`src/rtl/clk_switch_pkg.sv`:
```
// rtl/clk_switch_pkg.sv - shared state encodings, select codes and select normalisation for the clock switch controller
//
// Purpose: constants and helpers shared by clk_switch_ctrl and its arbiter.
// Ports:   none (package).

package clk_switch_pkg;

    typedef logic [1:0] state_t;

    localparam state_t ST_IDLE   = 2'd0;
    localparam state_t ST_SWITCH = 2'd1;
    localparam state_t ST_DONE   = 2'd2;

    localparam logic [1:0] SEL_IN0 = 2'b00;
    localparam logic [1:0] SEL_IN1 = 2'b01;
    localparam logic [1:0] SEL_IN2 = 2'b10;

    // The mux treats 2'b11 as clk_in2; folding it here keeps cur_sel
    // comparisons exact so 11 vs 10 is recognised as a null switch.
    function automatic logic [1:0] nsel(input logic [1:0] sel);
        return (sel == 2'b11) ? SEL_IN2 : sel;
    endfunction

endpackage

```
`src/rtl/rr_arbiter.sv`:
```
// rtl/rr_arbiter.sv - combinational round-robin pick starting at a pointer
//
// Purpose: pick the first asserted request at or after ptr, wrapping at N_REQ.
// Ports:
//   req  in   N_REQ  request vector
//   ptr  in   IDX_W  highest-priority index this cycle (must be < N_REQ)
//   gnt  out  N_REQ  one-hot winner, zero when no request
//   idx  out  IDX_W  binary index of the winner, zero when no request

module rr_arbiter #(
    parameter int N_REQ = 3,
    parameter int IDX_W = 2
) (
    input  logic [N_REQ-1:0] req,
    input  logic [IDX_W-1:0] ptr,
    output logic [N_REQ-1:0] gnt,
    output logic [IDX_W-1:0] idx
);

    // One extra bit so ptr + offset cannot overflow before the wrap.
    logic [IDX_W:0] cand;
    logic           found;

    always_comb begin
        gnt   = '0;
        idx   = '0;
        found = 1'b0;
        cand  = '0;
        for (int k = 0; k < N_REQ; k++) begin
            cand = {1'b0, ptr} + (IDX_W+1)'(k);
            if (cand >= (IDX_W+1)'(N_REQ)) begin
                cand = cand - (IDX_W+1)'(N_REQ);
            end
            if (!found && req[cand[IDX_W-1:0]]) begin
                found                 = 1'b1;
                gnt[cand[IDX_W-1:0]]  = 1'b1;
                idx                   = cand[IDX_W-1:0];
            end
        end
    end

endmodule

```
`src/rtl/clk_switch_ctrl.sv`:
```
// rtl/clk_switch_ctrl.sv - round-robin sequencer driving the glitch-free clock mux select
//
// Purpose: grants one clock-select request at a time, drives cgm_sel, holds it
//          for SETTLE_CYC cycles, then pulses the requester's ack.
// Ports:
//   clk           in   1        always-on control clock
//   rst_clk_n     in   1        asynchronous active-low reset
//   scan_dc_mode  in   1        1 blocks new grants
//   req           in   N_REQ    level requests, held until ack
//   req_sel       in   2*N_REQ  target select, [2i+1:2i] for requester i
//   ack           out  N_REQ    one-cycle completion pulse
//   cgm_sel       out  2        registered mux select
//   cur_sel       out  2        last completed selection
//   busy          out  1        switch or completion in progress

module clk_switch_ctrl
    import clk_switch_pkg::*;
#(
    parameter int         N_REQ      = 3,
    parameter int         SETTLE_CYC = 16,
    parameter int         CNT_W      = 5,
    parameter logic [1:0] RST_SEL    = 2'b00
) (
    input  logic                 clk,
    input  logic                 rst_clk_n,
    input  logic                 scan_dc_mode,
    input  logic [N_REQ-1:0]     req,
    input  logic [2*N_REQ-1:0]   req_sel,
    output logic [N_REQ-1:0]     ack,
    output logic [1:0]           cgm_sel,
    output logic [1:0]           cur_sel,
    output logic                 busy
);

    localparam int IDX_W = (N_REQ > 1) ? $clog2(N_REQ) : 1;

    state_t             state;
    logic [CNT_W-1:0]   cnt;
    logic [IDX_W-1:0]   rr_ptr;
    logic [IDX_W-1:0]   gidx;

    logic [N_REQ-1:0]   gnt;
    logic [IDX_W-1:0]   win_idx;
    logic [1:0]         win_sel;
    logic [IDX_W-1:0]   ptr_next;
    logic [N_REQ-1:0]   gidx_oh;

    rr_arbiter #(
        .N_REQ (N_REQ),
        .IDX_W (IDX_W)
    ) u_rr_arbiter (
        .req (req),
        .ptr (rr_ptr),
        .gnt (gnt),
        .idx (win_idx)
    );

    always_comb begin
        win_sel = SEL_IN0;
        gidx_oh = '0;
        for (int i = 0; i < N_REQ; i++) begin
            if (gnt[i]) begin
                win_sel = nsel(req_sel[2*i +: 2]);
            end
            gidx_oh[i] = (gidx == IDX_W'(i));
        end
        ptr_next = (win_idx == IDX_W'(N_REQ-1)) ? '0 : win_idx + IDX_W'(1);
    end

    assign busy = (state != ST_IDLE);

    always_ff @(posedge clk or negedge rst_clk_n) begin
        if (!rst_clk_n) begin
            state   <= ST_IDLE;
            cgm_sel <= nsel(RST_SEL);
            cur_sel <= nsel(RST_SEL);
            ack     <= '0;
            rr_ptr  <= '0;
            cnt     <= '0;
            gidx    <= '0;
        end else begin
            // ack is only ever set on the edge entering DONE, so it is
            // automatically a single-cycle pulse.
            ack <= '0;
            case (state)
                ST_IDLE: begin
                    if (!scan_dc_mode && (|req)) begin
                        gidx   <= win_idx;
                        rr_ptr <= ptr_next;
                        if (win_sel != cur_sel) begin
                            cgm_sel <= win_sel;
                            cnt     <= CNT_W'(SETTLE_CYC-1);
                            state   <= ST_SWITCH;
                        end else begin
                            // Already on the requested source: skip settling.
                            ack   <= gnt;
                            state <= ST_DONE;
                        end
                    end
                end
                ST_SWITCH: begin
                    if (cnt == '0) begin
                        cur_sel <= cgm_sel;
                        ack     <= gidx_oh;
                        state   <= ST_DONE;
                    end else begin
                        cnt <= cnt - CNT_W'(1);
                    end
                end
                ST_DONE: begin
                    state <= ST_IDLE;
                end
                default: begin
                    state <= ST_IDLE;
                end
            endcase
        end
    end

endmodule

```
`config.mk`:
```
export PLATFORM = sky130hd
export DESIGN_NAME = clk_switch_ctrl
export DESIGN_NICKNAME = d
export VERILOG_FILES = /design/src/rtl/clk_switch_pkg.sv /design/src/rtl/rr_arbiter.sv /design/src/rtl/clk_switch_ctrl.sv
export SDC_FILE = /design/constraint.sdc
export NUM_CORES = 1
export LEC_CHECK = 0
export CORE_MARGIN = 5
export CORE_UTILIZATION = 50
export CTS_CLUSTER_SIZE = 16
export DETAILED_ROUTE_END_ITERATION = 10
export DONT_BUFFER_PORTS = 1
export PLACE_DENSITY = 0.62
export SYNTH_ARGS = -nofsm -noshare
export SYNTH_HDL_FRONTEND = slang
export SYNTH_SLANG_ARGS = --single-unit
```
`constraint.sdc`:
```
create_clock -name clk -period 3.3 [get_ports clk]
set_input_delay 0.495 -clock clk [delete_from_list [all_inputs] [get_ports clk]]
set_output_delay 0.495 -clock clk [all_outputs]
set_load 0.01 [all_outputs]
```
## Yosys cells after proc, flatten, opt, wreduce, memory -nomap -nowiden

Cells that the tools add are included.

- Register bits after elaboration: 18
- Bits in latches: 0
- Bits in writable memories: 0
- ROM bits: 0
- Bits of input ports: 12
- Output and inout port bits: 8
- Logic and storage cells: 99
- Memories kept: 0

- Add/sub/neg operators: 7
- Multiply operators: 0
- Div/mod/pow operators: 0
- Magnitude comparators: 9
- Equality and inequality tests: 12
- Shift-type cells: 0
- Multiplexer cells: 42
- Bitwise gates (word level): 2
- Reductions and logical operators: 20

Operator list:

| kind | number |
|---|---|
| 2-bit 2-to-1 mux | 16 |
| 3-bit 2-to-1 mux | 6 |
| 5-bit 2-to-1 mux | 3 |
| 2-bit == test, second input constant | 5 |
| 5-bit case mux with 2 select lines | 1 |
| 2-bit by 3-bit less-than comparator with 1-bit output, second input constant | 3 |
| 1-bit 2-to-1 mux | 8 |
| 2-bit != test, second input constant | 4 |
| 1-bit binary-select mux with 2-bit select | 3 |
| 1-bit demux with 2-bit select | 3 |
| 2-bit by 1-bit >= comparator with 1-bit output, second input constant | 3 |
| 3-bit by 2-bit >= comparator with 1-bit output, second input constant | 2 |
| 1-bit logical AND | 6 |
| 3-bit bitwise OR | 2 |
| 3-bit case mux with 2 select lines | 1 |
| 2-bit AND reduction | 3 |
| 2-bit subtractor, second input constant | 3 |
| 5-bit zero test | 1 |
| 5-bit by 1-bit subtractor with 5-bit output, second input constant | 1 |
| 2-bit by 1-bit == test with 1-bit output, second input constant | 2 |
| 2-bit zero test | 2 |
| 2-bit case mux with 2 select lines | 1 |
| 4-bit AND reduction | 1 |
| 2-bit nonzero test | 2 |
| 8 further kinds | 10 |

## Longest topological paths before layout

Gate-level depths: netlist of run 1.

- Depth in word-level cells: 18
- Mapped depth: 11
- Mapped depth without buffers: 10

## Modules after synthesis

Synthesis of run 1 repeated with hierarchy kept, for this count alone.

- Cells, all modules: 115
- Area, all modules: 1184.9 um^2

By module, submodules not included:

| module | times used | cells each | area each (um^2) | seq. area each (um^2) |
|---|---|---|---|---|
| clk_switch_ctrl | 1 | 77 | 918.4 | 450.4 |
| rr_arbiter | 1 | 38 | 266.5 | 0.0 |

## Worst setup path before layout of run 1

No wires, ideal clock.

- Path type: reg2reg
- Start: register rr_ptr[1]
- End: register cgm_sel[1]
- Setup time: 0.125 ns
- Data arrival time: 2.736 ns
- Required time: 3.175 ns
- Setup slack: 0.438 ns
- Stages on the path, launching flop included: 12
- Path buffers: 1
- Period minus slack after synthesis: 2.862 ns
- Path through: dfrtp_1 -> inv_1 -> ha_1 -> buf_6 -> nor2b_2 -> mux2_2 -> o21a_1 -> or2_1 -> a311oi_2 -> mux2_4 -> o21ai_4 -> mux2_4

- Word-level cells in the longest chain between the ends: 16
- Elaborated cells on any way between the ends: 48
- Classes of those cells: 5 x add/sub; 9 x order compare; 1 x eq/ne; 23 x mux; 2 x bitwise; 8 x reduce/logical

Ends and longest elaborated chain:

| item | RTL line | source |
|---|---|---|
| start: declaration | clk_switch_ctrl.sv:39 | `logic [IDX_W-1:0] rr_ptr;` |
| start signal: assignment | clk_switch_ctrl.sv:89 | `rr_ptr <= ptr_next;` |
| 2-bit by 1-bit adder with 3-bit output, or another cell as far along | rr_arbiter.sv:30 | `cand = {1'b0, ptr} + (IDX_W+1)'(k);` |
| 3-bit by 2-bit >= comparator with 1-bit output, or another cell as far along | rr_arbiter.sv:31 | `if (cand >= (IDX_W+1)'(N_REQ)) begin` |
| 2-bit 2-to-1 mux, or another cell as far along | rr_arbiter.sv:31 |  |
| 2-bit by 3-bit less-than comparator with 1-bit output (not written as such), or another cell as far along | rr_arbiter.sv:36 | `gnt[cand[IDX_W-1:0]] = 1'b1;` |
| 1-bit logical AND (not written as such), or another cell as far along | rr_arbiter.sv:36 |  |
| 1-bit 2-to-1 mux (not written as such), or another cell as far along | rr_arbiter.sv:36 |  |
| 1-bit demux with 2-bit select, or another cell as far along | - |  |
| 3-bit bitwise OR (no line) or 1-bit 2-to-1 mux (tied branches) | - |  |
| 3-bit 2-to-1 mux or 1-bit zero test (tied branches) | rr_arbiter.sv:34 | `if (!found && req[cand[IDX_W-1:0]]) begin` |
| 3-bit bitwise OR (no line) or 1-bit logical AND (tied branches) | - |  |
| 3-bit 2-to-1 mux (*) | rr_arbiter.sv:34 |  |
| 2-bit 2-to-1 mux (2 in a row) | clk_switch_ctrl.sv:62 | `if (gnt[i]) begin` |
| 2-bit 2-to-1 mux (*) | clk_switch_ctrl.sv:62 |  |
| 2-bit != test | clk_switch_ctrl.sv:90 | `if (win_sel != cur_sel) begin` |
| 3-bit AND reduction (no line) | - |  |
| end signal: assignment | clk_switch_ctrl.sv:75 | `cgm_sel <= nsel(RST_SEL);` |
| end signal: assignment | clk_switch_ctrl.sv:91 | `cgm_sel <= win_sel;` |
| end: declaration | clk_switch_ctrl.sv:30 | `output logic [1:0] cgm_sel,` |

Every way passes the cells marked *; elsewhere a longest branch is shown, timed or not. The select of a mux whose other input is x is not followed.
A chain may end at the register's enable or synchronous reset.

## Worst setup path in the final report of run 1

- Start: register rr_ptr[0]
- End: register cgm_sel[1]

The elaborated chain is that of the path after synthesis.

==> summary.txt, run 1 <==
Status
  • Outcome: completed

Synthesis
  • Leading register cell type out of synthesis: sky130_fd_sc_hd__dfrtp_1
  • Number of distinct library cell variants in the gate-level netlist after synthesis: 51
  • Mapped Area: 1285 um^2
  • Synthesized net count: 147
  • Fraction of registers with async set/reset: 1.000
  • Synth Register Bits: 18
  • Warnings, synthesis: 0
  • Number of enable flip-flop cells after synthesis: 0
  • Synthesized area per cell: 9.884 um^2
  • Sequential cell area fraction in the yosys report: 0.3505
  • Cells after Synth: 130

STA
  • Clock skew: 0.002506 ns
  • Tmin final: 3.112 ns
  • Tcrit/Tclk final: 0.9431
  • Final hold violation count: 0
  • Endpoints failing setup: 0
  • Tightest Pin Transition: 0.7756 ns
  • TNS Setup: 0 ns
  • Max-slew headroom at the worst pin: 0.4812
  • Fmax: 0.3213 GHz
  • Final Max Tran Viols: 0
  • RSZ-0062 raised after global routing: no

Job
  • Max-cap viol count: 0

Floorplan
  • Area enclosed by the die boundary: 3684 um^2
  • Area of the placeable core: 2477 um^2
  • Std-Cell Rows: 18
  • I/O pin total: 20
  • Die outline width: 60.70 um
  • Starting utilization of the core area: 0.5187
  • Die extent in y: 60.70 um

Clock tree
  • Setup Buffers After CTS: 0
  • Buffer levels on the longest clock path: 2
  • Clock Sinks: 18
  • Worst-Skew Late Latency: 0.29 ns
  • Number of H-tree branching levels: 1
  • Clk slew on worst S/H paths: 0.09 ns
  • TritonCTS clock tree: yes
  • Cell at the root of the clock tree: sky130_fd_sc_hd__clkbuf_4
  • Total CTS buffers: 3

Route
  • Detail-routed net length per standard cell: 15.65 um
  • DRC: 0
  • Top Metal Used: met4
  • Vias after detailed routing: 985
  • WL met3: 152 um
  • DRT iter0 DRCs: 26
  • Routed metal-1 wirelength: 1139 um
  • Residual antenna-violating net count after detailed routing: 0
  • Via density per instance: 6.006
  • Metal2 WL: 1250 um
  • First-pass detailed-route iteration total: 4
  • Total wire length after detailed routing: 2567 um

Global route
  • Number of global-route vias before repair: 1008
  • GR Overflow Total: 0
  • Initial antenna violation count: 0
  • Maximum number of pins on one net before global-route repair: 19
  • First-pass GRT wire length: 4402 um
  • GRT Util Overall: 0.1588

Worst setup path
  • Startpoint type of the worst setup path: flop
  • Largest driver fanout on the critical path: 7
  • Logic depth of the worst register-to-register path: 10
  • Worst path required time: 3.48 ns
  • Worst setup path category: reg -> reg
  • Nature of the critical path endpoint: flop
  • Arrival time at the worst endpoint: 3.29 ns

Cells and area
  • Antenna cell count: 0
  • Commonest cells after routing, fill and taps aside: sky130_fd_sc_hd__dfrtp_1 (18), sky130_fd_sc_hd__nand2_1 (13), sky130_fd_sc_hd__nor2_1 (8), sky130_fd_sc_hd__inv_1 (7)
  • Synth-to-Final Area Change: 5.356%
  • Most common cell after layout, fill and taps aside: sky130_fd_sc_hd__dfrtp_1
  • Final Net Count: 153
  • Share of layout cells above drive strength 1: 0.1642

Hold path
  • Cell depth of the worst hold path: 2
  • Path class of the lowest-slack min-delay path: in -> reg

Power and ir drop
  • Post-layout total power: 1.262 mW
  • Worst ir drop on vdd: 0.4560 mV
  • Leak: 0.5614 nW
  • Cell area power density: 932.3 nW/um^2

Place
  • Detail Placement HPWL: 2009 um
  • Global placement routability congestion: 0.7875
  • Quantity of I/O buffers inserted on ports: 0
==> flip-flops by register name, indices dropped and copies added (netlist names) <==
register and flops:
cgm_sel 2, ack 3, gidx 2, cnt 5, rr_ptr 2, cur_sel 2
state 2
==> per-layer routing <==
metal / vias to the layer above / track usage
met4: 0 / 0.04644
met1: 479 / 0.1905
met2: 18 / 0.2687
li1: 483 / -
met5: - / 0
met3: 5 / 0.05532
==> worst max-delay path, stage by stage (launching register included) <==
cell and delay [ns]:
sky130_fd_sc_hd__dfrtp_1 0.39, sky130_fd_sc_hd__inv_1 0.09, sky130_fd_sc_hd__ha_1 0.40, sky130_fd_sc_hd__nor2b_1 0.17, sky130_fd_sc_hd__o31a_1 0.35, sky130_fd_sc_hd__mux2i_4 0.26, sky130_fd_sc_hd__nor3b_2 0.08, sky130_fd_sc_hd__a311oi_2 0.35
sky130_fd_sc_hd__mux2_4 0.35, sky130_fd_sc_hd__o21ai_4 0.22, sky130_fd_sc_hd__mux2_4 0.33
==> path summary, 6_finish.rpt <==
kind,start,end,slack [ns]
setup / recovery,rr_ptr[0],cgm_sel[1],0.19
hold / removal,req[2],gidx[1],0.38
setup reg to reg,rr_ptr[0],cgm_sel[1],0.19
hold reg to reg,cnt[4],cnt[4],0.54
max in group asynchronous,rst_clk_n,cgm_sel[0],2.10
min in group asynchronous,rst_clk_n,rr_ptr[0],0.72
==> cell families after synthesis <==
logic type               synth area share
AND/OR/NAND/NOR                    0.2259
AO/OA/AOI/OAI                      0.2298
flip-flops                         0.3505
multiplexers                       0.1022
buffers and inverters             0.02921
adder cells (fa/ha/maj)           0.04869
XOR/XNOR                          0.01363
==> cell type report <==
cell class | instances | area (um^2)
clock buffers | 3 | 22.52
fillers | 229 | 1124
inverters | 7 | 26.28
multi-input cells | 104 | 799.5
flip-flops and latches | 18 | 450.4
well taps | 30 | 37.54
repair buffers | 2 | 17.52
==> report_power, final <==
part           switching, mW  total [mW]  leakage [nW]  internal, mW
logic                  0.446       0.799         0.325         0.354
registers             0.0655       0.359         0.223         0.294
clock network         0.0617       0.104        0.0138        0.0425
total                  0.573        1.26         0.561         0.690
==> cell usage after synthesis (all sizes together), types with 2 or more instances <==
master	number	area share
nor2	8	0.023
nand2	13	0.038
mux2i	4	0.044
a21oi	4	0.018
mux2	6	0.058
inv	7	0.020
dfrtp	18	0.35
o21ai	11	0.060
nand2b	6	0.029
nor3b	2	0.016
o31ai	2	0.022
o32ai	2	0.019
xor2	2	0.014
and3b	2	0.014
nand3	3	0.012
ha	5	0.049
nand3b	2	0.012
o31a	3	0.020
or2	4	0.019
nor2b	7	0.036
==> repair_timing <==
item                                    4_1_cts  5_1_grt
endpoints found under the setup margin        0        1
hold buffers                                  1        0
gates resized for setup                       0        1
endpoints found under the hold margin        18        0
==> metrics by stage <==
step                instances  setup WS [ns]  instance area [um^2]    util  hold slack [ns]
finish                    164         0.1877                  1354  0.5465           0.3771
global route              164        0.07421                  1354  0.5465           0.3963
CTS                       164         0.1112                  1351  0.5455           0.3659
detailed placement        160         0.1599                  1319  0.5323           0.1999
global placement          160         0.2392                  1319  0.5323           0.1998
floorplan                 130         0.4385                  1285       -           0.1994
(Power assumes the default switching activity.)
==> inputs of run 2 (changes only) <==
Settings changed: TNS_END_PERCENT set to 100.
==> results of run 2 <==
Final layout, timing and power as in run 1 (identical DEF).
==> inputs of run 3 (changes only) <==
Settings changed: CORE_MARGIN 5 to 2, MAX_ROUTING_LAYER set to met4, PLACE_DENSITY 0.62 to unset.
==> run 3 against run 2 <==
Against the previous run:
- critical path depth did not move
- clock-buffer cell count increased by 1
- cell area up 0.46%
- final cell count did not move
- register-to-register slack about the same
- maximum frequency shrank 0.33%
- sequential cell count did not move
- sequential power about the same
- clock power grew 30%
- global-route usage grew 3.9 points
- combinational power about the same
- critical endpoint unchanged
- largest power group unchanged
==> summary.txt, run 3 (synthesis results as in run 1) <==
Worst setup path
  • Arrival time at the worst endpoint: 3.31 ns (was 3.29 ns)
  • Destination of the critical timing path: cgm_sel[1] (unchanged)
  • Crit path max-delay family: multiplexers (unchanged)
  • Critical path origin: rr_ptr[1] (was rr_ptr[0])
  • Stages on worst setup path: 10 (unchanged)
  • Nature of the critical path endpoint: flop (unchanged)
  • Logic depth of the worst register-to-register path: 10 (unchanged)
  • Largest driver fanout on the critical path: 8 (was 7)
  • Worst setup path category: reg -> reg (unchanged)
  • Ordered list of cells on the worst path: inv_1 -> ha_2 -> mux2i_2 -> o21ai_4 -> o21a_1 -> or2_1 -> a311oi_2 -> mux2_4 -> o21ai_4 -> mux2_4 (was inv_1 -> ha_1 -> nor2b_1 -> o31a_1 -> mux2i_4 -> nor3b_2 -> a311oi_2 -> mux2_4 -> o21ai_4 -> mux2_4)
  • Reg2Reg Capture Point: cgm_sel[1] (unchanged)
  • Library cell contributing the largest single delay on the critical path: sky130_fd_sc_hd__dfrtp_1 (was sky130_fd_sc_hd__ha_1)
  • Startpoint type of the worst setup path: flop (unchanged)
  • Reg-to-reg setup timing slack: 0.18 ns (was 0.19 ns)
  • Number of buffers and inverters on the critical path: 1 (unchanged)
  • Reg2reg start: rr_ptr[1] (was rr_ptr[0])
  • Worst path required time: 3.48 ns (about the same)
  • Biggest cell delay along the critical path: 0.41 ns (was 0.40 ns)

Cells and area
  • Leading registers by flop count: cnt (5), ack (3) (unchanged)
  • Register containing the most flip-flops in the final layout: cnt (unchanged)
  • Most common cell after layout, fill and taps aside: sky130_fd_sc_hd__dfrtp_1 (unchanged)
  • Share of layout cells above drive strength 1: 0.1642 (unchanged)
  • Fill count: 229 (unchanged)
  • Synth-to-Final Area Change: 5.842% (was 5.356%)
  • Final instance area: 1360 um^2 (was 1354 um^2)
  • Commonest cells after routing, fill and taps aside: sky130_fd_sc_hd__dfrtp_1 (18), sky130_fd_sc_hd__nand2_1 (13), sky130_fd_sc_hd__nor2_1 (8), sky130_fd_sc_hd__inv_1 (7) (unchanged)
  • FF/Latch Area: 450.4 um^2 (unchanged)
  • Max reg flops: 5 (unchanged)
  • Antenna cell count: 0 (unchanged)
  • Multi-input logic area: 799.5 um^2 (unchanged)
  • Final Net Count: 152 (was 153)

Power and ir drop
  • Post-layout total power: 1.293 mW (was 1.262 mW)
  • Leak: 0.5641 nW (was 0.5614 nW)
  • Worst ir drop on vdd: 0.5341 mV (was 0.4560 mV)
  • NetSw: 0.5837 mW (was 0.5726 mW)
  • Internal portion of total power: 0.7098 mW (was 0.6895 mW)
  • Cell area power density: 951.0 nW/um^2 (was 932.3 nW/um^2)
  • Clock network fraction of total power: 0.104 (was 0.083)
  • Sequential share of power: 0.279 (was 0.284)
  • Switching part of the total: 0.4512 (was 0.4537)
  • Combinational fraction of design power: 0.617 (was 0.633)

Clock tree
  • Total CTS buffers: 3 (unchanged)
  • Setup Buffers After CTS: 0 (unchanged)
  • Number of H-tree branching levels: 1 (unchanged)
  • TritonCTS clock tree: yes (unchanged)
  • Buffer levels on the longest clock path: 2 (unchanged)
  • Worst-Skew Late Latency: 0.29 ns (about the same)
  • Cell at the root of the clock tree: sky130_fd_sc_hd__clkbuf_4 (unchanged)
  • Clock Sinks: 18 (unchanged)
  • Clk slew on worst S/H paths: 0.10 ns (was 0.09 ns)

Job
  • Max-cap viol count: 0 (unchanged)

Route
  • Vias after detailed routing: 975 (was 985)
  • First-pass detailed-route iteration total: 4 (unchanged)
  • Residual antenna-violating net count after detailed routing: 0 (unchanged)
  • Via density per instance: 5.945 (was 6.006)
  • Detail-routed net length per standard cell: 15.31 um (was 15.65 um)
  • DRC: 0 (unchanged)
  • DRT iter0 DRCs: 12 (was 26)
  • Total wire length after detailed routing: 2511 um (was 2567 um)

Floorplan
  • Die outline width: 54.70 um (was 60.70 um)
  • Starting utilization of the core area: 0.5234 (was 0.5187)
  • Area of the placeable core: 2455 um^2 (was 2477 um^2)
  • I/O pin total: 20 (unchanged)
  • Area enclosed by the die boundary: 2992 um^2 (was 3684 um^2)
  • Std-Cell Rows: 18 (unchanged)
  • Die extent in y: 54.70 um (was 60.70 um)

Global route
  • Initial antenna violation count: 0 (unchanged)
  • GRT Util Overall: 0.1974 (was 0.1588)
  • Number of global-route vias before repair: 956 (was 1008)
  • GR Overflow Total: 0 (unchanged)
  • First-pass GRT wire length: 4188 um (was 4402 um)
  • Maximum number of pins on one net before global-route repair: 19 (unchanged)

Hold path
  • Path class of the lowest-slack min-delay path: in -> reg (unchanged)

STA
  • Max-slew headroom at the worst pin: 0.3209 (was 0.4812)
  • Fmax: 0.3203 GHz (was 0.3213 GHz)
  • Final setup margin: 0.1775 ns (was 0.1877 ns)
  • Endpoints failing setup: 0 (unchanged)
  • Final hold slack: 0.3792 ns (was 0.3771 ns)
  • RSZ-0062 raised after global routing: no (unchanged)
  • Tcrit/Tclk final: 0.9462 (was 0.9431)
  • Clock skew: 0.001751 ns (was 0.002506 ns)
  • Final Max Tran Viols: 0 (unchanged)
  • TNS Setup: 0 ns (unchanged)
  • Tmin final: 3.122 ns (was 3.112 ns)
  • Tightest Pin Transition: 1.010 ns (was 0.7756 ns)
  • Final hold violation count: 0 (unchanged)

Place
  • Placed standard-cell area: 1311 um^2 (was 1319 um^2)
  • Quantity of I/O buffers inserted on ports: 0 (unchanged)
  • Global placement routability congestion: 0.8965 (was 0.7875)
  • Pre-CTS WS: 0.09948 ns (was 0.1599 ns)
  • Detail Placement HPWL: 1922 um (was 2009 um)

Status
  • Outcome: completed (unchanged)
run 3: per-layer routing:
layer | wire length, um | part of all wire | track usage
met1 | 1242 | 0.49 | 0.2596
met2 | 1139 | 0.45 | 0.2996
met3 | 87 | 0.035 | 0.03005
met4 | 42 | 0.017 | 0.08333
met5 | 0 | 0 | -
run 3: metrics by stage:
| stage | util | std cells |
|---|---|---|
| after detailed placement | 0.5341 | 159 |
| after floorplan | - | 130 |
| after global routing | 0.5540 | 164 |
| after global placement | 0.5341 | 159 |
| final | 0.5540 | 164 |
| after CTS | 0.5530 | 164 |
run 3: final cells by class:
| type | instances | share of cell area |
|---|---|---|
| clock buffers | 4 | 0.02668 |
| inverters | 7 | 0.01932 |
| multi-input cells | 104 | 0.5879 |
| flip-flops and latches | 18 | 0.3312 |
| well taps | 30 | 0.02760 |
| repair buffers | 1 | 0.007360 |
run 3: worst min path at each step:
stage                         start       end  slack [ns]  cells after the start
after floorplan           rst_clk_n    ack[0]        0.20                      0
after global placement    rst_clk_n  state[0]        0.20                      0
after detailed placement  rst_clk_n  state[1]        0.20                      0
after CTS                    req[2]   gidx[1]        0.38                      2
after global routing         req[2]   gidx[1]        0.40                      2
final                        req[2]   gidx[1]        0.38                      2
run 3: what timing repair did:
action / 4_1_cts / 5_1_grt
hold buffers: 1 / 0
resized for setup: 0 / 1
hold endpoints to repair: 18 / 0
setup endpoints to repair: 0 / 2
run 3: power groups by stage:
stage / registers (mW) / clock network [mW] / logic [mW]
after floorplan: 0.348 / 0 / 0.676
after global placement: 0.362 / 0 / 0.777
after detailed placement: 0.364 / 0 / 0.788
after CTS: 0.361 / 0.139 / 0.796
after global routing: 0.373 / 0.150 / 0.883
final: 0.360 / 0.135 / 0.799
